$ cat src/rtl/serial_subtractor.sv
// serial_subtractor: bit-serial y = a - b, LSB first, one borrow flop.
// Optional signed-overflow output enabled by SERIAL_SUB_OVERFLOW_EN.
module serial_subtractor #(
  parameter int WIDTH = 4
) (
  input  logic             clk,
  input  logic             rst_n,
  input  logic             start,
  input  logic [WIDTH-1:0] a,
  input  logic [WIDTH-1:0] b,
  output logic             busy,
  output logic             done,
`ifdef SERIAL_SUB_OVERFLOW_EN
  output logic             overflow,
`endif
  output logic [WIDTH-1:0] y,
  output logic             borrow_out
);

  localparam int CW = (WIDTH > 1) ? $clog2(WIDTH) : 1;
  localparam logic [CW-1:0] CNT_LAST = CW'(WIDTH - 1);

  typedef enum logic [1:0] {
    IDLE  = 2'd0,
    SHIFT = 2'd1,
    DONE  = 2'd2
  } state_e;

  state_e            state_q, state_d;
  logic [WIDTH-1:0]  sa_q, sa_d;
  logic [WIDTH-1:0]  sb_q, sb_d;
  logic [WIDTH-1:0]  res_q, res_d;
  logic [WIDTH-1:0]  y_q, y_d;
  logic [CW-1:0]     cnt_q, cnt_d;
  logic              bw_q, bw_d;
  logic              bo_q, bo_d;
  logic              dbit;
  logic              bw_nxt;

`ifdef SERIAL_SUB_OVERFLOW_EN
  logic              am_q, am_d;
  logic              bm_q, bm_d;
  logic              ov_q, ov_d;
`endif

  assign dbit   = sa_q[0] ^ sb_q[0] ^ bw_q;
  assign bw_nxt = (~sa_q[0] & sb_q[0])
                | (~(sa_q[0] ^ sb_q[0]) & bw_q);

  // Next-state and datapath updates; start is honoured in IDLE and DONE.
  always_comb begin
    state_d = state_q;
    sa_d    = sa_q;
    sb_d    = sb_q;
    res_d   = res_q;
    y_d     = y_q;
    cnt_d   = cnt_q;
    bw_d    = bw_q;
    bo_d    = bo_q;
`ifdef SERIAL_SUB_OVERFLOW_EN
    am_d    = am_q;
    bm_d    = bm_q;
    ov_d    = ov_q;
`endif
    unique case (state_q)
      IDLE, DONE: begin
        if (state_q == DONE) state_d = IDLE;
        if (start) begin
          state_d = SHIFT;
          sa_d    = a;
          sb_d    = b;
          bw_d    = 1'b0;
          cnt_d   = '0;
`ifdef SERIAL_SUB_OVERFLOW_EN
          am_d    = a[WIDTH-1];
          bm_d    = b[WIDTH-1];
`endif
        end
      end
      SHIFT: begin
        sa_d  = sa_q >> 1;
        sb_d  = sb_q >> 1;
        res_d = {dbit, res_q[WIDTH-1:1]};
        bw_d  = bw_nxt;
        cnt_d = cnt_q + CW'(1);
        if (cnt_q == CNT_LAST) begin
          state_d = DONE;
          y_d     = {dbit, res_q[WIDTH-1:1]};
          bo_d    = bw_nxt;
`ifdef SERIAL_SUB_OVERFLOW_EN
          ov_d    = (am_q != bm_q) && (dbit != am_q);
`endif
        end
      end
      default: state_d = IDLE;
    endcase
  end

  // State and datapath registers, cleared asynchronously.
  always_ff @(posedge clk or negedge rst_n) begin
    if (!rst_n) begin
      state_q <= IDLE;
      sa_q    <= '0;
      sb_q    <= '0;
      res_q   <= '0;
      y_q     <= '0;
      cnt_q   <= '0;
      bw_q    <= 1'b0;
      bo_q    <= 1'b0;
`ifdef SERIAL_SUB_OVERFLOW_EN
      am_q    <= 1'b0;
      bm_q    <= 1'b0;
      ov_q    <= 1'b0;
`endif
    end else begin
      state_q <= state_d;
      sa_q    <= sa_d;
      sb_q    <= sb_d;
      res_q   <= res_d;
      y_q     <= y_d;
      cnt_q   <= cnt_d;
      bw_q    <= bw_d;
      bo_q    <= bo_d;
`ifdef SERIAL_SUB_OVERFLOW_EN
      am_q    <= am_d;
      bm_q    <= bm_d;
      ov_q    <= ov_d;
`endif
    end
  end

  assign busy       = (state_q == SHIFT);
  assign done       = (state_q == DONE);
  assign y          = y_q;
  assign borrow_out = bo_q;
`ifdef SERIAL_SUB_OVERFLOW_EN
  assign overflow   = ov_q;
`endif

endmodule

$ cat config.mk
export PLATFORM = sky130hd
export DESIGN_NAME = serial_subtractor
export DESIGN_NICKNAME = d
export VERILOG_FILES = /design/src/rtl/serial_subtractor.sv
export SDC_FILE = /design/constraint.sdc
export NUM_CORES = 1
export LEC_CHECK = 0
export ABC_AREA = 1
export CAP_MARGIN = 10
export CORE_ASPECT_RATIO = 1.5
export CORE_MARGIN = 1.5
export CORE_UTILIZATION = 40
export DETAILED_ROUTE_END_ITERATION = 7
export PLACE_DENSITY = 0.62
export SYNTH_ARGS = -nofsm -noshare
export SYNTH_HDL_FRONTEND = slang
export SYNTH_SLANG_ARGS = --single-unit
export TNS_END_PERCENT = 30
$ cat constraint.sdc
create_clock -name clk -period 1.4 [get_ports clk]
set_input_delay 0.28 -clock clk [delete_from_list [all_inputs] [get_ports clk]]
set_output_delay 0.28 -clock clk [all_outputs]
set_load 0.05 [all_outputs]
==> reports/results.tsv, run 1 <==
stage	metric	value	unit
place	portBuffers	17	
setup_path	crit_arrival	1.08	ns
floorplan	dieArea	0.002821	mm^2
grt	antenna_found_initial	0	
final_layout	fin_cells	161	
sta	period_share	97.39	%
final_layout	multiInputGateArea	370.4	um^2
yosys	synth.area.top_cells	dfrtp_1 52%, nand2_1 12%, inv_1 7.1%	
floorplan	io-pin-count	18	
detailed_routing	highest-signal-layer	met4	
yosys	ys_seq_area_share	52.43	%
detailed_routing	via_count	749	
setup_path	crit_path_end_kind	output pin	
detailed_routing	ant_nets	0	
yosys	ys.warnings.count	0	
yosys	synth_top_area_share	52.43	%
detailed_routing	vias_per_cell	4.652	
clock_tree	clock_latency	0.29	ns
yosys	yosysTopAreaCell	dfrtp_1	
detailed_routing	drtIter0Drc	12	
floorplan	dieWidth	43.87	um
clock_tree	htreeDepth	1	
floorplan	die_h	64.31	um
detailed_routing	wl_met3	59	um
clock_tree	cts_tree	built	
setup_path	crit_required	1.12	ns
final_layout	fill_cells	222	
floorplan	fp-row-count	22	
sta	hold_slack	0.3121	ns
grt	track_usage	15.65	%
setup_path	setup.worst_path.class	flop to output pin	
yosys	avgSynthCellArea	8.869	um^2
power	pwr_density_cell	2520	mW/mm^2
sta	fin_crit	1.363	ns
detailed_routing	drc	0	
clock_tree	clock_sinks	21	
sta	finalHoldViolations	0	
grt	grt_max_degree	22	
final_layout	drive_above_1_share	25.55	%
clock_tree	clk_pin_slew_worst_paths	0.11	ns
floorplan	start_util	41.37	%
floorplan	core_area	0.002422	mm^2
setup_path	crit_path_start_kind	flop	
detailed_routing	drt_wl_total	1.765	mm
yosys	yosysUniqueCellTypes	19	
sta	finalMaxSlewViolations	0	
sta	rsz0062_at_grt	true	
grt	grt_pass1_vias	807	
clock_tree	numCtsBuffers	3	
detailed_routing	wl_met2	907	um
clock_tree	cts_buffer_depth	2	
yosys	netlist_area	0.001002	mm^2
final_layout	regArea	528.0	um^2
place	routabilityCongestion	0.7554	
final_layout	syn2layout_area_growth	32.58	%
yosys	ys_ff_latch	21	
setup_path	path_max_fanout	4	
sta	slew_headroom	82.17	%
run_status	status	complete, no violations	
sta	worstMarginPinSlew	0.2675	ns
sta	skew	0.002929	ns
detailed_routing	firstDrtPassIters	4	
yosys	synth_fp_nets	126	
sta	max_freq	0.7334	GHz
place	dp_cells	155	
final_layout	antenna_cells	0	
run	drv_cap	0	
power	vdd_drop_max	1.182	mV
detailed_routing	met1Wirelength	782	um
worst_hold_path	hp-class	input port to async pin	
detailed_routing	wl_per_cell	10.96	um
final_layout	num-nets-final	151	
power	p_leak	0.6909	nW
yosys	netlist_instances	113	
clock_tree	cts_root_buf	clkbuf_4	
grt	overflow	0	
grt	grt_pass1_wl	3.387	mm
place	hpwlAfterDp	1.343	mm
setup_path	r2r_slack	0.08	ns
sta	finalSetupViolCount	0	
-- power by group --
group	switching, mW	internal, mW	leakage [nW]
clock network	0.172	0.111	0.0150
registers	0.218	0.900	0.259
logic	1.10	0.849	0.417
-- synth_stat cells, drive strengths merged --
library cell	number
nor2	3
a21oi	1
clkinv	1
dfrtp	21
nand2	37
o21ai	11
fa	1
inv	21
or2	1
nand3	12
buf	3
ha	1
-- timing repair --
item,CTS,global route
buffers inserted,2,0
resized for setup,2,3
setup endpoints to repair,2,2
hold buffers,0,0
pin swaps,1,1
-- stage by stage --
stage | total power, mW | cell area (um^2) | worst slack [ns] | setup TNS [ns] | utilization, %
final | 3.348 | 1329 | 0.03655 | 0 | 54.86
after global routing | 3.643 | 1329 | -0.01556 | -0.01556 | 54.86
after CTS | 3.396 | 1323 | -0.008332 | -0.008332 | 54.60
after detailed placement | 3.026 | 1275 | 0.06384 | 0 | 52.63
after global placement | 3.002 | 1275 | 0.08668 | 0 | 52.63
after floorplan | 2.378 | 1005 | 0.1521 | 0 | -
-- layer usage --
| layer | GRT usage (%) | vias up |
|---|---|---|
| li1 | - | 392 |
| met1 | 21.09 | 343 |
| met2 | 25.18 | 12 |
| met3 | 1.977 | 2 |
| met4 | 5.682 | 0 |
| met5 | 0 | - |
-- cell families after synthesis --
logic type	count (synthesis)	synth area share (%)
AOI/OAI and AO/OA	12	8.614
buffers and inverters	25	11.36
adders and majority gates	2	3.246
DFF	21	52.43
and+or+nand+nor	53	24.35
-- placed cells by master (no fill, tap or decap) --
| master | synthesis | layout |
|---|---|---|
| inv_6 | 0 | 1 |
| ha_1 | 1 | 1 |
| o21ai_0 | 2 | 2 |
| nor2_4 | 1 | 2 |
| clkbuf_4 | 0 | 3 |
| clkdlybuf4s50_1 | 0 | 10 |
| nand2_1 | 33 | 33 |
| nand2_4 | 2 | 2 |
| a21oi_2 | 1 | 1 |
| buf_12 | 0 | 7 |
| or2_2 | 1 | 1 |
| o21ai_1 | 3 | 3 |
| o21ai_2 | 6 | 6 |
| inv_1 | 19 | 19 |
| buf_4 | 1 | 6 |
| dfrtp_1 | 21 | 19 |
| fa_1 | 1 | 1 |
| clkinv_2 | 1 | 1 |
| inv_2 | 2 | 1 |
| dfrtp_2 | 0 | 2 |
| nand3_1 | 12 | 12 |
| clkbuf_1 | 0 | 1 |
| nand2_2 | 2 | 2 |
| nor2_1 | 2 | 1 |
-- critical path: stages, from the launching register on --
cell     delay, ns
dfrtp_2       0.46
inv_2         0.08
nor2_4        0.11
buf_12        0.14
-- path summary, 6_finish.rpt --
check,end,from,cells after the start
hold reg to reg,y[0]$_DFFE_PN0P_,res_q[1]$_DFFE_PN0P_,2
max in group asynchronous,state_q[0]$_DFFE_PN0P_,rst_n,2
hold / removal,sb_q[2]$_DFFE_PN0P_,rst_n,2
setup reg to reg,bw_q$_DFFE_PN0P_,sa_q[0]$_DFFE_PN0P_,3
min in group clk,y[0]$_DFFE_PN0P_,res_q[1]$_DFFE_PN0P_,2
setup / recovery,busy,state_q[0]$_DFFE_PN0P_,3
-- flip-flops by register name (all words and copies together) (netlist names) --
| register | flops |
|---|---|
| y | 4 |
| cnt_q | 2 |
| borrow_out | 1 |
| sb_q | 4 |
| res_q | 3 |
| sa_q | 4 |
| state_q | 2 |
| bw_q | 1 |
-- cell type report --
type	count	share of cell area [%]
multi-input cells	67	27.87
well taps	24	2.260
clock buffers	4	1.977
inverters	22	6.686
flip-flops and latches	21	39.74
repair buffers	23	21.47
No activity file was read; power rests on OpenSTA's default activity.
==> run 2, diff against run 1 <==
- CTS_CLUSTER_DIAMETER: unset -> 30
==> results of run 2 <==
No change in the layout: final DEF, timing and power equal those of run 1.
==> run 3, diff against run 2 <==
- CORE_MARGIN: 1.5 -> unset
- PLACE_DENSITY: 0.62 -> 0.64
- clock period: 1.4 -> 1.1 ns (I/O delays scaled with it)
==> reports/results.tsv, run 3 (same netlist as run 1, synthesis figures left out) <==
stage	metric	value	unit
run_status	status	finished, violations left	
run_status	violations	setup timing	
setup_path	crit_arrival	1.13	ns
place	pre_cts_ws	-0.1633	ns
final_layout	fin_util	68.24	%
grt	track_usage	18.09	%
sta	skew	0.01002	ns
grt	met1_usage	19.78	%
detailed_routing	via_count	854	
detailed_routing	drt_wl_total	2.198	mm
floorplan	die_h	63.31	um
detailed_routing	vias_per_cell	4.908	
grt	grt_pass1_vias	902	
sta	finalMaxSlewViolations	0	
detailed_routing	drc	0	
place	portBuffers	17	
detailed_routing	drtIter0Drc	12	
detailed_routing	ant_nets	0	
clock_tree	cts_root_buf	clkbuf_4	
clock_tree	numCtsBuffers	3	
clock_tree	cts_tree	built	
run	drv_cap	0	
floorplan	dieArea	0.002714	mm^2
sta	setup_slack	-0.2461	ns
floorplan	start_util	43.34	%
final_layout	multiInputGateArea	464.2	um^2
setup_path	setup.worst_path.class	flop to output pin	
grt	grt_pass1_wl	3.739	mm
sta	finalHoldViolations	0	
place	placed_area	0.001359	mm^2
final_layout	final_common_cell	nand2_1	
sta	period_share	122.4	%
grt	grt_max_degree	22	
floorplan	fp-row-count	21	
sta	rsz0062_at_grt	true	
final_layout	syn2layout_area_growth	57.43	%
floorplan	io-pin-count	18	
sta	fin_crit	1.346	ns
power	vdd_drop_max	1.737	mV
clock_tree	clk_pin_slew_worst_paths	0.12	ns
detailed_routing	firstDrtPassIters	4	
final_layout	regArea	526.8	um^2
power	p_leak	0.7983	nW
clock_tree	clock_sinks	21	
sta	max_freq	0.7429	GHz
sta	finalSetupViolCount	20	
detailed_routing	wl_per_cell	12.63	um
setup_path	crit_path_start_kind	flop	
final_layout	num-nets-final	165	
grt	antenna_found_initial	0	
power	pwr_density_cell	3379	mW/mm^2
final_layout	fin_cells	174	
grt	grt_util_met2	33.33	%
sta	slew_headroom	89.57	%
setup_path	crit_path_end_kind	output pin	
grt	grtUsageMet3	2.006	%
grt	grt_busiest_layer	met2	
place	hpwlAfterDp	1.499	mm
grt	overflow	0	
floorplan	core_area	0.002312	mm^2
place	routabilityCongestion	0.7476	
setup_path	crit_required	0.88	ns
clock_tree	htreeDepth	1	
floorplan	dieWidth	42.87	um
sta	finalSetupTns	-1.224	ns
final_layout	fill_cells	180	
clock_tree	cts_buffer_depth	2	
worst_hold_path	hp-class	input port to async pin	
clock_tree	clock_latency	0.31	ns
setup_path	path_max_fanout	3	
sta	worstMarginPinSlew	0.1548	ns
final_layout	layout_common_cells	30 x nand2_1, 20 x dfrtp_1, 15 x inv_1	
final_layout	fin_area	0.001578	mm^2
final_layout	antenna_cells	0	
place	dp_cells	163	
final_layout	drive_above_1_share	42.38	%
==> run 3: cell count changes in the layout (fill, tap and decap cells not counted), moves of 2 or more <==
cell     delta
inv_1       -4
nand3_1     -5
nand3_2     +5
buf_12      +2
buf_4       +5
nand2_1     -3
buf_6       +7
o21ai_2     +2
inv_2       +4
nand2_8     +3
==> run 3: repair_timing <==
item,4_1_cts,5_1_grt
buffers inserted,4,3
pin swaps,6,5
resized for setup,8,26
hold buffers,0,0
endpoints found under the setup margin,19,25
==> run 3: metrics by stage <==
step,power [mW],hold slack (ns)
final,5.331,0.2342
after global routing,5.701,0.2430
after CTS,4.781,0.2380
after detailed placement,4.158,0.4674
after global placement,4.077,0.4629
after floorplan,3.057,-0.07559
==> run 3: final timing paths <==
check                                         end  slack (ns)  depth (start not counted)              startpoint
setup / recovery                             done       -0.25                          3  state_q[0]$_DFFE_PN0P_
max in group asynchronous     sa_q[0]$_DFFE_PN0P_        0.72                          2                   rst_n
hold reg to reg               sa_q[1]$_DFFE_PN0P_        0.48                          2     sa_q[1]$_DFFE_PN0P_
hold / removal             state_q[0]$_DFFE_PN0P_        0.23                          2                   rst_n
setup reg to reg             res_q[3]$_DFFE_PN0P_       -0.10                          3     sa_q[0]$_DFFE_PN0P_
min in group clk              sb_q[3]$_DFFE_PN0P_        0.46                          3                    b[3]
==> run 3: worst max-delay path, cell delays in order (launching register included) <==
cell and delay, ns:
dfrtp_2 0.46, buf_6 0.13, nor2_4 0.09, buf_12 0.14
==> run 3: layer usage <==
layer  up-vias  part of all wire, %  wire length (um)
met2        14                   55              1201
met4         0                  1.6                36
met1       408                   41               897
met5         -                    0                 0
li1        428                    -                 -
met3         4                  2.9                63
==> run 3: report_power, final <==
part	leakage, nW	total (mW)	switching, mW	internal, mW
clock	0.0150	0.376	0.235	0.141
sequential	0.261	1.43	0.282	1.14
combinational	0.523	3.53	1.83	1.70
total	0.798	5.33	2.34	2.99
==> run 3: final cells by class <==
type / instances / share of cell area (%)
Multi-Input combinational cell: 67 / 29.42
Sequential cell: 21 / 33.39
Timing Repair Buffer: 37 / 27.99
Inverter: 22 / 5.710
Clock buffer: 4 / 1.665
Tap cell: 23 / 1.824
==> patch: new RTL, config.mk and constraints of run 2 <==
Add a define of `SERIAL_SUB_OVERFLOW_EN`.
--- a/src/rtl/serial_subtractor.sv
+++ b/src/rtl/serial_subtractor.sv
@@ -1,5 +1,7 @@
 // serial_subtractor: bit-serial y = a - b, LSB first, one borrow flop.
 // Optional signed-overflow output enabled by SERIAL_SUB_OVERFLOW_EN.
+`define SERIAL_SUB_OVERFLOW_EN
+
 module serial_subtractor #(
   parameter int WIDTH = 4
 ) (
Formal check against the unedited RTL (old outputs only; new: overflow): equivalent (equiv_simple and equiv_induct, registers matched by name and starting in step).
==> patch against run 2 <==
- power increased by 18%
- register-to-register slack about the same
- routed wire length increased by 21%
- via count increased by 16%
- final area increased by 15%
- sequential cell count increased by 3
- worst setup slack improved by 0.018 ns
- synthesized area increased by 11%
==> patch: results (changes against run 2) <==
metric	value	unit	change
grt_use_total	0.158		+0.00107
clock_latency	0.27	ns	-0.02 ns
fin_nets	167		+11%
yosys-top-cells-area	dfrtp_1 54%, nand2_1 13%, inv_1 6.7%, nand3_1 6.3%, o21ai_0 2.7%		
r2r_start	bw_q$_DFFE_PN0P_		
hpwl	1.54	mm	+15%
grt_pass1_wl	3.53	mm	+4.1%
cts_root_buf	clkbuf_8		
antenna_found_initial	0		unchanged
drt-total-wl	2.14	mm	+21%
syn_nets	140		+11%
critPathLaunch	state_q[1]$_DFFE_PN0P_		
viasPerCell	4.56		-1.9%
grt_max_degree	25		+14%
place.gp.congestion	0.766		+1.4%
place_area	1440	sq um	+13%
crit_end	busy		
fin_crit_sh	0.961		-0.0131
synthArstFlopShare	1.00		unchanged
synth_top_cell_area_share	0.539		+0.0150
regToRegEndpoint	overflow$_DFFE_PN0P_		
crit_fanout	4		unchanged
h-tree-depth	1		unchanged
synth_cell_types	18		-1
peakVddDrop	1.06	mV	-10%
drive_gt1_frac	0.248		-0.00711
status	finished clean		
reg2reg_depth	7		+4
n_fill_cell	251		+13%
slew_headroom	0.791		-0.0309
clock_skew	0.00384	ns	+0.000916 ns
slew_viol_final	0		unchanged
hold_slack	0.367	ns	+0.0547 ns
ys_warn_count	0		unchanged
dp_cells	183		+18%
arrival	1.07	ns	
r2r_slack	0.08	ns	about the same
yosys-top-cells-count	38 x nand2_1, 24 x dfrtp_1, 20 x inv_1		
grt_pass1_vias	816		+1.1%
numCtsBuffers	3		unchanged
clk_pin_slew	0.08	ns	-0.03 ns
p_leak	0.773	nW	+12%
synth.avg_cell_area	8.77	sq um	-1.1%
portBuffers	18		+1
drtIter0Drc	22		+10
vias	867		+16%
n_antenna_cell	0		unchanged
first_pass_iters	6		+2
seq_area_frac_synth	0.539		+0.0150
pre_cts_ws	0.0728	ns	+0.00901 ns
cts_buffer_depth	2		unchanged
holdCritPathClass	in -> async		
-- patch: cell type report --
class / instances / area [sq um] / area share
flip-flops and latches: 24 / 603 / 0.395
multi-input cells: 77 / 409 / 0.268
repair buffers: 25 / 325 / 0.213
inverters: 23 / 88.8 / 0.0581
clock buffers: 4 / 55.1 / 0.0360
well taps: 37 / 46.3 / 0.0303
-- patch: kinds of logic after synthesis --
group | after synthesis | share of synthesized area
adder cells (fa/ha/maj) | 2 | 0.0292
AO/OA/AOI/OAI | 14 | 0.0832
AND/OR/NAND/NOR | 61 | 0.244
buffers and inverters | 26 | 0.104
flip-flops | 24 | 0.539
-- patch: metal layers --
metal | global-route usage | wire length, um | vias up
li1 | - | - | 438
met1 | 0.194 | 853 | 397
met2 | 0.252 | 1120 | 25
met3 | 0.0241 | 95 | 7
met4 | 0.0929 | 65 | 0
met5 | 0 | 0 | -
-- patch: report_power, final --
group / internal, mW / switching [mW]
Sequential: 1.03 / 0.246
Clock: 0.251 / 0.216
Combinational: 0.975 / 1.25
-- patch: timing repair --
item / 4_1_cts / 5_1_grt
pin swaps: 0 / 1
setup endpoints to repair: 2 / 2
setup buffers: 1 / 2
gates resized for setup: 3 / 4
-- patch: critical path, cell delays in order, from the launching register on --
cell and delay (ns):
dfrtp_2 0.46, nor2_4 0.18, buf_12 0.16
